**src/rtl/tx_sched_arb.sv**
```systemverilog
// rtl/tx_sched_arb.sv - weighted round-robin packet scheduler in front of the CDP transmit interface
//
// Picks whole packets from a control queue (source 0) and a data queue with a
// per-packet rule queue (source 1). For each grant it writes one rule word to
// the CDP, waits for cdp2um_tx_enable, then streams the packet. Each output word
// is re-framed to 101 (first), 100 (body) or 110 (tail).
//
// Optional build macro TX_STRICT_PRIO_EN: control always wins when it requests.
//
// Ports:
//   clk, reset              clock, synchronous active-high reset
//   mode                    1 = control source disabled
//   ctl_empty/ctl_q/ctl_rdreq       control queue (show-ahead)
//   data_empty/data_q/data_rdreq    data queue (show-ahead)
//   rule_empty/rule_q/rule_rdreq    per-data-packet output port queue
//   cdp2um_rule_usedw       CDP rule FIFO fill, gates new grants
//   cdp2um_tx_enable        CDP ready to take the packet body
//   um2cdp_rule_wrreq/um2cdp_rule   rule write to CDP
//   um2cdp_data_valid/um2cdp_data   packet words to CDP
//   grant_src               source of the current or last grant
module tx_sched_arb #(
  parameter int         W_CTL       = 1,
  parameter int         W_DATA      = 4,
  parameter int         RULE_THRESH = 29,
  parameter logic [7:0] CTL_PORT    = 8'h01
) (
  input  logic         clk,
  input  logic         reset,
  input  logic         mode,
  input  logic         ctl_empty,
  input  logic [138:0] ctl_q,
  output logic         ctl_rdreq,
  input  logic         data_empty,
  input  logic [138:0] data_q,
  output logic         data_rdreq,
  input  logic         rule_empty,
  input  logic [7:0]   rule_q,
  output logic         rule_rdreq,
  input  logic [4:0]   cdp2um_rule_usedw,
  input  logic         cdp2um_tx_enable,
  output logic         um2cdp_rule_wrreq,
  output logic [29:0]  um2cdp_rule,
  output logic         um2cdp_data_valid,
  output logic [138:0] um2cdp_data,
  output logic         grant_src
);

  localparam logic [3:0] WC     = 4'(W_CTL);
  localparam logic [3:0] WD     = 4'(W_DATA);
  localparam logic [5:0] THRESH = 6'(RULE_THRESH);

  typedef enum logic [1:0] {IDLE, RULE, WAIT_EN, XFER} state_t;

  state_t       state, state_nxt;
  logic         last_src;     // also the winner of the packet in flight
  logic [3:0]   grant_cnt;
  logic         first_word;
  logic         req0, req1, credit, win_nxt, pop;
  logic [138:0] head_q;
  logic [2:0]   hdr;

  assign req0   = !ctl_empty && !mode;
  assign req1   = !data_empty && !rule_empty;
  assign credit = {1'b0, cdp2um_rule_usedw} < THRESH;
  assign head_q = last_src ? data_q : ctl_q;

  // Winner for the next grant; only consulted when at least one source requests.
  always_comb begin
    win_nxt = last_src;
`ifdef TX_STRICT_PRIO_EN
    win_nxt = !req0;
`else
    if (req0 && req1)
      win_nxt = (grant_cnt < (last_src ? WD : WC)) ? last_src : !last_src;
    else
      win_nxt = !req0;
`endif
  end

  always_comb begin
    state_nxt = state;
    pop       = 1'b0;
    case (state)
      IDLE:    if ((req0 || req1) && credit) state_nxt = RULE;
      RULE:    state_nxt = WAIT_EN;
      WAIT_EN: if (cdp2um_tx_enable) state_nxt = XFER;
      XFER: begin
        // Gate with reset so an aborted packet loses no word from the queue.
        pop = !(last_src ? data_empty : ctl_empty) && !reset;
        if (pop && head_q[138:136] == 3'b110) state_nxt = IDLE;
      end
      default: state_nxt = IDLE;
    endcase
  end

  // Tail passes through; otherwise the framing depends only on position.
  assign hdr = (head_q[138:136] == 3'b110) ? 3'b110 :
               first_word                  ? 3'b101 : 3'b100;

  assign ctl_rdreq         = pop && !last_src;
  assign data_rdreq        = pop && last_src;
  assign rule_rdreq        = (state == RULE) && last_src && !reset;
  assign um2cdp_rule_wrreq = (state == RULE);
  assign um2cdp_rule       = (state == RULE) ? {22'b0, (last_src ? rule_q : CTL_PORT)} : 30'b0;
  assign grant_src         = last_src;

  always_ff @(posedge clk) begin
    if (reset) begin
      state             <= IDLE;
      last_src          <= 1'b1;
      grant_cnt         <= WD;
      first_word        <= 1'b0;
      um2cdp_data_valid <= 1'b0;
      um2cdp_data       <= '0;
    end else begin
      state             <= state_nxt;
      um2cdp_data_valid <= pop;
      if (pop) begin
        um2cdp_data <= {hdr, head_q[135:0]};
        first_word  <= 1'b0;
      end
      if (state == IDLE && state_nxt == RULE) begin
        last_src   <= win_nxt;
        first_word <= 1'b1;
        if (win_nxt == last_src)
          grant_cnt <= (grant_cnt == 4'd15) ? 4'd15 : grant_cnt + 4'd1;
        else
          grant_cnt <= 4'd1;
      end
    end
  end

endmodule

```
**config.mk**
```make
export PLATFORM = sky130hd
export DESIGN_NAME = tx_sched_arb
export DESIGN_NICKNAME = d
export VERILOG_FILES = /design/src/rtl/tx_sched_arb.sv
export SDC_FILE = /design/constraint.sdc
export NUM_CORES = 1
export LEC_CHECK = 0
export ABC_AREA = 1
export CORE_AREA = 2 2 185 187
export DETAILED_ROUTE_END_ITERATION = 12
export DIE_AREA = 0 0 187 189
export GPL_ROUTABILITY_DRIVEN = 0
export PLACE_DENSITY = 0.52
export SETUP_SLACK_MARGIN = 0.3
export SKIP_LAST_GASP = 1
export SYNTH_ARGS = -nofsm -noshare
export SYNTH_HDL_FRONTEND = slang
export SYNTH_SLANG_ARGS = --single-unit
```
**constraint.sdc**
```tcl
create_clock -name clk -period 4.15 [get_ports clk]
set_input_delay 0.83 -clock clk [delete_from_list [all_inputs] [get_ports clk]]
set_output_delay 0.83 -clock clk [all_outputs]
set_load 0.05 [all_outputs]
```
=== Yosys cells after proc, flatten, opt, wreduce, memory -nomap -nowiden ===
Cells that the tools add are included.

* Reduce and logical (&&, ||, !) cells: 22
* Bitwise gates (word level): 0
* Shift operators: 0
* Equality and inequality tests: 7
* Div/mod/pow operators: 0
* $lt $le $gt $ge: 2
* $mul: 0
* Multiplexer cells: 18
* $add $sub $neg: 1

{| class="wikitable"
|+ Operators with widths
! operator !! count
|-
| $mux W139 || 1
|-
| $mux W8 || 2
|-
| $logic_and A1 B1 Y1 || 11
|-
| $logic_not A1 Y1 || 8
|-
| $mux W2 || 4
|-
| $mux W4 || 2
|-
| $pmux W2 S4 || 1
|-
| $mux W1 || 7
|-
| $lt A5 B5 Y1 const B || 1
|-
| $add A4 B1 Y4 const B || 1
|-
| $eq A2 B1 Y1 const B || 2
|-
| $eq A2 B2 Y1 const B || 2
|-
| $eq A4 B4 Y1 const B || 1
|-
| $lt A4 B3 Y1 || 1
|-
| $eq A3 B3 Y1 const B || 1
|-
| $mux W3 || 1
|-
| $logic_not A2 Y1 || 1
|-
| $reduce_bool A2 Y1 || 1
|-
| $eq A1 B1 Y1 || 1
|-
| $logic_or A1 B1 Y1 || 1
|}

* Logic and storage cells: 56
* Bits in writable memories: 0
* Memory bits (read-only): 0
* Register bits: 148
* Input bits: 298
* Memories kept: 0
* Bits in latches: 0
* Output and inout port bits: 175

=== Longest topological paths before layout ===
Gate-level depths: netlist of the first run.

* Word-level depth: 9
* Depth in mapped cells: 12
* Gate-level depth less buffers: 11

=== Worst setup path before layout of the first run ===
OpenSTA, ideal clock, no wires.

* Kind: register -> output
* From: register state[0]
* To: output rule_rdreq
* Stages on the path, launching flop included: 5
* Path slack: 0.710 ns
* Arrival: 2.610 ns
* Path buffers: 0
* Required time: 3.320 ns
* Cells stage by stage: dfxtp_1 -> inv_1 -> nor2_1 -> clkinv_1 -> nor3_1

* Cells in the longest elaborated chain, start to end: 3

{| class="wikitable"
|+ RTL lines
! element !! RTL line !! source
|-
| from (decl) || 54 || <nowiki>state_t state, state_nxt;</nowiki>
|-
| from (signal assigned) || 116 || <nowiki>state <= state_nxt;</nowiki>
|-
| $eq A2 B1 Y1 || n/a ||
|-
| named net um2cdp_rule_wrreq || 41 || <nowiki>output logic um2cdp_rule_wrreq,</nowiki>
|-
| $logic_and A1 B1 Y1 (2 in series) || 102 || <nowiki>assign rule_rdreq = (state == RULE) && last_src && !reset;</nowiki>
|-
| to (decl) || 38 || <nowiki>output logic rule_rdreq,</nowiki>
|}

The timed path passes the listed nets, and every way through them passes these cells.

=== Worst setup path in the final report of the first run ===
* From: register last_src, in the netlist grant_src
* To: output rule_rdreq

* Cells in the longest elaborated chain, start to end: 2

{| class="wikitable"
|+ RTL lines
! element !! RTL line !! source
|-
| from (decl) || 55 || <nowiki>logic last_src;</nowiki>
|-
| from (signal assigned) || 123 || <nowiki>last_src <= win_nxt;</nowiki>
|-
| $logic_and A1 B1 Y1 (2 in series) || 102 ||
|}

No other way between the ends.

==> impl_metrics.csv, run 1 <==
group,metric,value,unit
die,initial_core_util,19.1,%
clock_tree,clk-insertion-delay-late,430,ps
min_path,min_delay_path_depth,2,
finish,diodes,0,
synth,sequential_fraction_of_the_synthesis_area,46.7,%
clock_tree,cts-htree-levels,4,
finish,instances_no_fill,1753,
place,detailedPlacementHpwl,19300,um
clock_tree,clock-root-buffer,"clkbuf_16",
clock_tree,tritoncts_clock_tree,"done",
finish,number_of_fill_cells_in_the_layout,3462,
clock_tree,holdBufCountCts,0,
finish,area_growth_syn_to_layout,85.0,%
place,placement.io_buffers,450,
route,initialDrtViolationCount,277,
clock_tree,clk_sinks,148,
worst_setup_path,required,3320,ps
worst_setup_path,type_of_the_setup_path_with_the_least_slack,"reg -> out",
route,finalWirelength,27100,um
place,post-place-ws,979,ps
synth,post_synth_instance_area,6340,um2
die,die_width,187,um
die,placement_row_count,67,
status,outcome,"complete, no violations",
route,vias_per_cell,4.21,
place,placedInstanceArea,11100,um2
finish,layout_commonest_cell,"clkdlybuf4s50_1",
timing,worst_slew_margin_rel,38.9,%
timing,rsz_0062_raised_after_global_routing,"false",
synth,cells_after_synth,879,
worst_setup_path,critical_path.max_fanout,13,
synth,synth.avg_cell_area,7.22,um2
pwr,swShare,24.4,%
route,first_pass_iters,4,
worst_setup_path,worst_setup_path_end_kind,"primary output",
finish,postLayoutCoreUtil,35.3,%
finish,final_area,11700,um2
pwr,power_density_over_the_cells,322,nW/um2
global_route,grt_overflow_total,0,
timing,worst_slack_on_hold_paths,467,ps
timing,setup_viol,0,
global_route,track_usage,15.0,%
global_route,maximum_number_of_pins_on_one_net_before_global_route_repair,137,
finish,final_cell_mix,"447 x clkdlybuf4s50_1, 433 x nand2_1, 148 x dfxtp_1",
worst_setup_path,ff2ff_path_depth,7,
timing,final_max_slew_viol_count,0,
worst_setup_path,worst_setup_path_startpoint,"grant_src",
pwr,static-leakage-power,3.88,nW
job,max-cap-violations,0,
min_path,worst_min_delay_path_endpoint,"um2cdp_data[138]",
timing,timing_worst_slew_pin_value,916,ps
worst_setup_path,setup.worst_path.start_class,"flop",
synth,post_synth_num_cell_types,27,
worst_setup_path,worstReg2RegStart,"grant_src",
pwr,seq_power_share,38.6,%
worst_setup_path,reg2reg_setup_slack,1530,ps
place,placed_cell_count,1721,
route,vias,7381,
clock_tree,postCtsResizedCells,0,
synth,register_bit_total_from_synthesis,148,
die,fp.dieH,189,um
finish,num-nets-final,1592,
pwr,net-switching-power,923,uW
finish,drive_gt1_share,3.60,%
pwr,logic_gate_share_of_total_power,14.7,%
pwr,cell_internal_pwr,2.85,mW
timing,fin_skew,7.08,ps
clock_tree,clk_pin_slew_worst_paths,70,ps
timing,timing.fmax,293,MHz
clock_tree,cts-buffers-inserted,17,
die,fp.coreArea,33300,um2
worst_setup_path,reg2reg_to,"um2cdp_data[17]",
die,die_area,35300,um2
route,post-route-drc-count,0,
timing,final.min_clock_period,3410,ps
timing,totalNegativeSetupSlack,0,ps
pwr,total_power,3.78,mW
min_path,hold_path.startpoint,"um2cdp_data[138]",
global_route,first_global_vias,7274,
route,antenna_viol_nets_final,0,
synth,synthesis.yosys.warnings,0,
pwr,max-vdd-ir-drop,273,uV
clock_tree,max-clock-path-buffers,2,
route,detail_route.wl_per_cell,15.5,um
global_route,first_pass_grt_wire_length,41500,um
die,io_pins,473,
pwr,clock_power_share,46.7,%
global_route,grt_antenna_before_repair,0,
clock_tree,postCtsSetupBuffers,0,
timing,setup_ws_post_layout,738,ps
timing,timing.final.hold_violations,0,
min_path,hold_path_class,"reg -> reg",
worst_setup_path,arrival_time_of_data_at_the_critical_path_endpoint,2580,ps
timing,final_worst_path_period_share,82.2,%
[routing by layer]
layer / routed length, um / track usage [%] / vias up
met5: 0 / 0 / -
met4: 716 / 6.32 / 0
met3: 2430 / 5.28 / 35
met2: 12600 / 24.4 / 353
met1: 11400 / 17.9 / 3318
li1: - / - / 3675
[cells by family (layout without fill, tap and decap cells)]
family / after synthesis / count (layout) / share of synthesized area (%)
compound gates: 155 / 155 / 15.2
xor+xnor: 1 / 1 / 0.138
fa+ha+maj: 2 / 2 / 0.394
buf+inv: 96 / 501 / 8.76
flops: 148 / 148 / 46.7
other cells: 1 / 22 / 0.0591
simple gates: 476 / 476 / 28.8
[how the worst max path moves through the flow]
stage,to,slack [ps],depth (start not counted)
after CTS,rule_rdreq,710,3
after global routing,rule_rdreq,610,3
after global placement,um2cdp_rule[3],970,4
after floorplan,rule_rdreq,710,4
after detailed placement,um2cdp_rule[3],980,4
final,rule_rdreq,740,3
[cells in the mapped netlist]
cell type | count | area [um2]
nand3_1 | 11 | 55.1
a21oi_1 | 10 | 50.1
o21a_1 | 1 | 7.51
inv_1 | 9 | 33.8
nand2_1 | 433 | 1630
inv_2 | 1 | 3.75
nor2_2 | 1 | 6.26
nand2b_1 | 1 | 6.26
buf_4 | 32 | 240
clkbuf_1 | 17 | 63.8
nand2_4 | 1 | 11.3
buf_2 | 30 | 150
nand2_2 | 1 | 6.26
xor2_1 | 1 | 8.76
dfxtp_1 | 148 | 2960
conb_1 | 1 | 3.75
buf_6 | 5 | 56.3
o21ai_0 | 6 | 30.0
a31oi_1 | 136 | 851
buf_1 | 1 | 3.75
clkinv_1 | 1 | 3.75
a21oi_4 | 1 | 16.3
o31ai_1 | 1 | 7.51
nor2_1 | 25 | 93.8
ha_1 | 2 | 25.0
nor3_1 | 2 | 10.0
nor2_4 | 1 | 11.3
[cell type report]
type / instances / area (um2) / share of cell area (%)
Tap cell: 448 / 561 / 4.78
Timing Repair Buffer: 458 / 4610 / 39.2
Sequential cell: 148 / 2960 / 25.2
Clock inverter: 11 / 198 / 1.68
Inverter: 11 / 41.3 / 0.352
Clock buffer: 21 / 460 / 3.92
Multi-Input combinational cell: 656 / 2910 / 24.8
[critical path: stages, from the launching register on]
cell and delay [ps]:
dfxtp_1 660, inv_1 390, nor3_1 260, clkdlybuf4s50_1 830
[registers in the layout, summed over array words and instances (netlist names)]
name,count
grant_cnt,4
um2cdp_data_valid,1
grant_src,1
state,2
first_word,1
um2cdp_data,139
[power by group through the flow]
stage / logic (mW) / registers [mW] / clock network, mW
detailed placement: 0.554 / 1.49 / 0
global route: 0.591 / 1.46 / 1.88
global placement: 0.555 / 1.49 / 0
floorplan: 0.187 / 1.52 / 0
CTS: 0.557 / 1.46 / 1.83
finish: 0.554 / 1.46 / 1.76
Note: power is estimated with default switching activity, not from simulation.
==> run 2, diff against run 1 <==
- CORE_AREA: 2 2 185 187 -> 2 2 182 184
- DIE_AREA: 0 0 187 189 -> 0 0 184 186
- PLACE_DENSITY: 0.52 -> 0.53
- clock period: 4.15 -> 3.4 ns (I/O delays scaled with it)
==> run 2 against run 1 <==
Total power up 23%. Cell area grew 0.20%. Non-clock buffer count did not move. Critical endpoint is now um2cdp_rule[2]. Wire length fell by 0.71%. Via count about the same. Die area decreased by 3.2%. Flip-flop and latch count unchanged. Clock skew rose by 2.3 ps.
==> impl_metrics.csv, run 2 (same netlist as run 1, synthesis figures left out) <==
group,metric,value,unit
place,detailedPlacementHpwl,18900,um
global_route,grt_overflow_total,0,
route,vias,7383,
place,placement.io_buffers,450,
finish,drive_gt1_share,3.68,%
global_route,track_usage,15.1,%
timing,final.min_clock_period,2950,ps
clock_tree,clk_pin_slew_worst_paths,60,ps
min_path,worst_min_delay_path_endpoint,"um2cdp_data[137]",
job,max-cap-violations,0,
pwr,max-vdd-ir-drop,321,uV
worst_setup_path,worstReg2RegStart,"grant_src",
finish,largest_registers,"um2cdp_data: 139 flops, grant_cnt: 4 flops, state: 2 flops",
worst_setup_path,ff2ff_path_depth,9,
clock_tree,cts-htree-levels,4,
clock_tree,cts-buffers-inserted,17,
global_route,maximum_number_of_pins_on_one_net_before_global_route_repair,140,
clock_tree,clk_sinks,148,
clock_tree,holdBufCountCts,0,
worst_setup_path,worst_path_largest_cell_delay,820,ps
global_route,grt_antenna_before_repair,0,
route,finalWirelength,26900,um
finish,diodes,0,
clock_tree,clk-insertion-delay-late,430,ps
worst_setup_path,critical_path_depth,5,
pwr,static-leakage-power,4.03,nW
worst_setup_path,type_of_the_setup_path_with_the_least_slack,"reg -> out",
finish,registers.top_by_ff_count,"um2cdp_data",
die,io_pins,473,
timing,final_worst_path_period_share,86.9,%
finish,final_cell_mix,"440 x clkdlybuf4s50_1, 433 x nand2_1, 148 x dfxtp_1",
worst_setup_path,critical_path.cell_chain,"inv_1 -> nor2_1 -> clkinv_1 -> nor2_1 -> clkdlybuf4s50_1",
timing,rsz_0062_raised_after_global_routing,"false",
route,detail_route.wl_per_cell,15.7,um
global_route,first_global_vias,7182,
die,initial_core_util,19.7,%
timing,timing_worst_slew_pin_value,730,ps
timing,worst_slack_on_hold_paths,470,ps
worst_setup_path,cp_num_buf_inv,3,
clock_tree,postCtsSetupBuffers,0,
worst_setup_path,family_of_cells_with_the_greatest_summed_delay_on_the_critical_path,"buffers and inverters",
finish,area_growth_syn_to_layout,85.4,%
route,antenna_viol_nets_final,0,
timing,totalNegativeSetupSlack,0,ps
worst_setup_path,reg2reg_to,"um2cdp_data[19]",
die,die_area,34200,um2
timing,fin_skew,9.35,ps
route,initialDrtViolationCount,247,
timing,worst_slew_margin_rel,51.3,%
worst_setup_path,critPathSlowestCell,"clkdlybuf4s50_1",
finish,layout_commonest_cell,"clkdlybuf4s50_1",
timing,final_max_slew_viol_count,0,
min_path,hold_path.startpoint,"um2cdp_data[137]",
finish,num-nets-final,1592,
worst_setup_path,required,2720,ps
min_path,min_delay_path_depth,2,
finish,largest_register_ff_count,139,
global_route,first_pass_grt_wire_length,40000,um
clock_tree,clock-root-buffer,"clkbuf_16",
timing,timing.final.hold_violations,0,
worst_setup_path,critical_path.max_fanout,9,
worst_setup_path,setup.worst_path.start_class,"flop",
die,die_width,184,um
worst_setup_path,worst_setup_path_end_kind,"primary output",
route,vias_per_cell,4.31,
route,first_pass_iters,4,
timing,setup_viol,0,
status,outcome,"complete, no violations",
die,fp.coreArea,32200,um2
timing,timing.fmax,338,MHz
clock_tree,max-clock-path-buffers,2,
worst_setup_path,worst_path_most_repeated_cell,"nor2_1",
pwr,power_density_over_the_cells,395,nW/um2
route,post-route-drc-count,0,
die,placement_row_count,66,
min_path,hold_path_class,"reg -> reg",
clock_tree,tritoncts_clock_tree,"done",
worst_setup_path,arrival_time_of_data_at_the_critical_path_endpoint,2270,ps
die,fp.dieH,186,um
worst_setup_path,reg2reg_setup_slack,1280,ps
run 2: cell count changes in the layout (fill, tap and decap cells not counted):
cell / previous run / this run
dlymetal6s2s_1: 0 / 7
bufinv_16: 5 / 6
buf_4: 7 / 4
nor3_1: 2 / 1
clkdlybuf4s50_1: 447 / 440
clkinvlp_4: 1 / 0
nor3_2: 0 / 1
clkinv_2: 1 / 2
buf_12: 4 / 7
clkbuf_8: 2 / 1
run 2: worst max path at each step:
| stage | start | endpoint | slack [ps] |
|---|---|---|---|
| after floorplan | state[0] | um2cdp_rule[0] | 480 |
| after detailed placement | rule_q[1] | um2cdp_rule[1] | 580 |
| after global placement | rule_q[1] | um2cdp_rule[1] | 590 |
| final | state[0] | um2cdp_rule[2] | 450 |
| after global routing | state[0] | um2cdp_rule[2] | 280 |
| after CTS | state[0] | rule_rdreq | 380 |
run 2: tightest hold or removal path: cells and delay by family, from the launching register on:
| family | cells | cell delay, ps |
|---|---|---|
| and+or+nand+nor | 1 | 60 |
| DFF | 1 | 310 |
| AOI/OAI and AO/OA | 1 | 60 |
run 2: metal layers:
metal / track usage, % / share of wire [%]
met1: 17.9 / 41
met2: 25.0 / 48
met3: 6.26 / 9.9
met4: 4.22 / 1.3
met5: 0 / 0
run 2: area by class of cell:
| cell class | instances | area (um2) |
|---|---|---|
| tap | 408 | 510 |
| multi-input combinational | 656 | 2910 |
| inverter | 11 | 41.3 |
| clock inverter | 12 | 225 |
| clock buffer | 20 | 447 |
| timing repair buffer | 458 | 4660 |
| sequential | 148 | 2960 |
| fill | 3334 | 20400 |
run 2: through the flow:
step	setup WS [ps]	total power [mW]	std cells	util, %	cell area, um2
6_report	445	4.65	1713	36.5	11800
2_1_floorplan	478	2.09	900	-	6430
3_3_place_gp	587	2.50	1681	34.4	11100
5_1_grt	282	4.84	1713	36.5	11800
3_5_place_dp	584	2.50	1681	34.4	11100
4_1_cts	375	4.73	1713	36.5	11700
run 2: repair_timing:
item | 4_1_cts | 5_1_grt
setup endpoints to repair | 0 | 7
hold endpoints to repair | 0 | 0
gates resized for setup | 0 | 7
run 2: power breakdown:
group	switching (mW)	total (mW)	internal, mW
clock network	0.788	2.19	1.40
logic	0.306	0.685	0.379
registers	0.0185	1.78	1.76
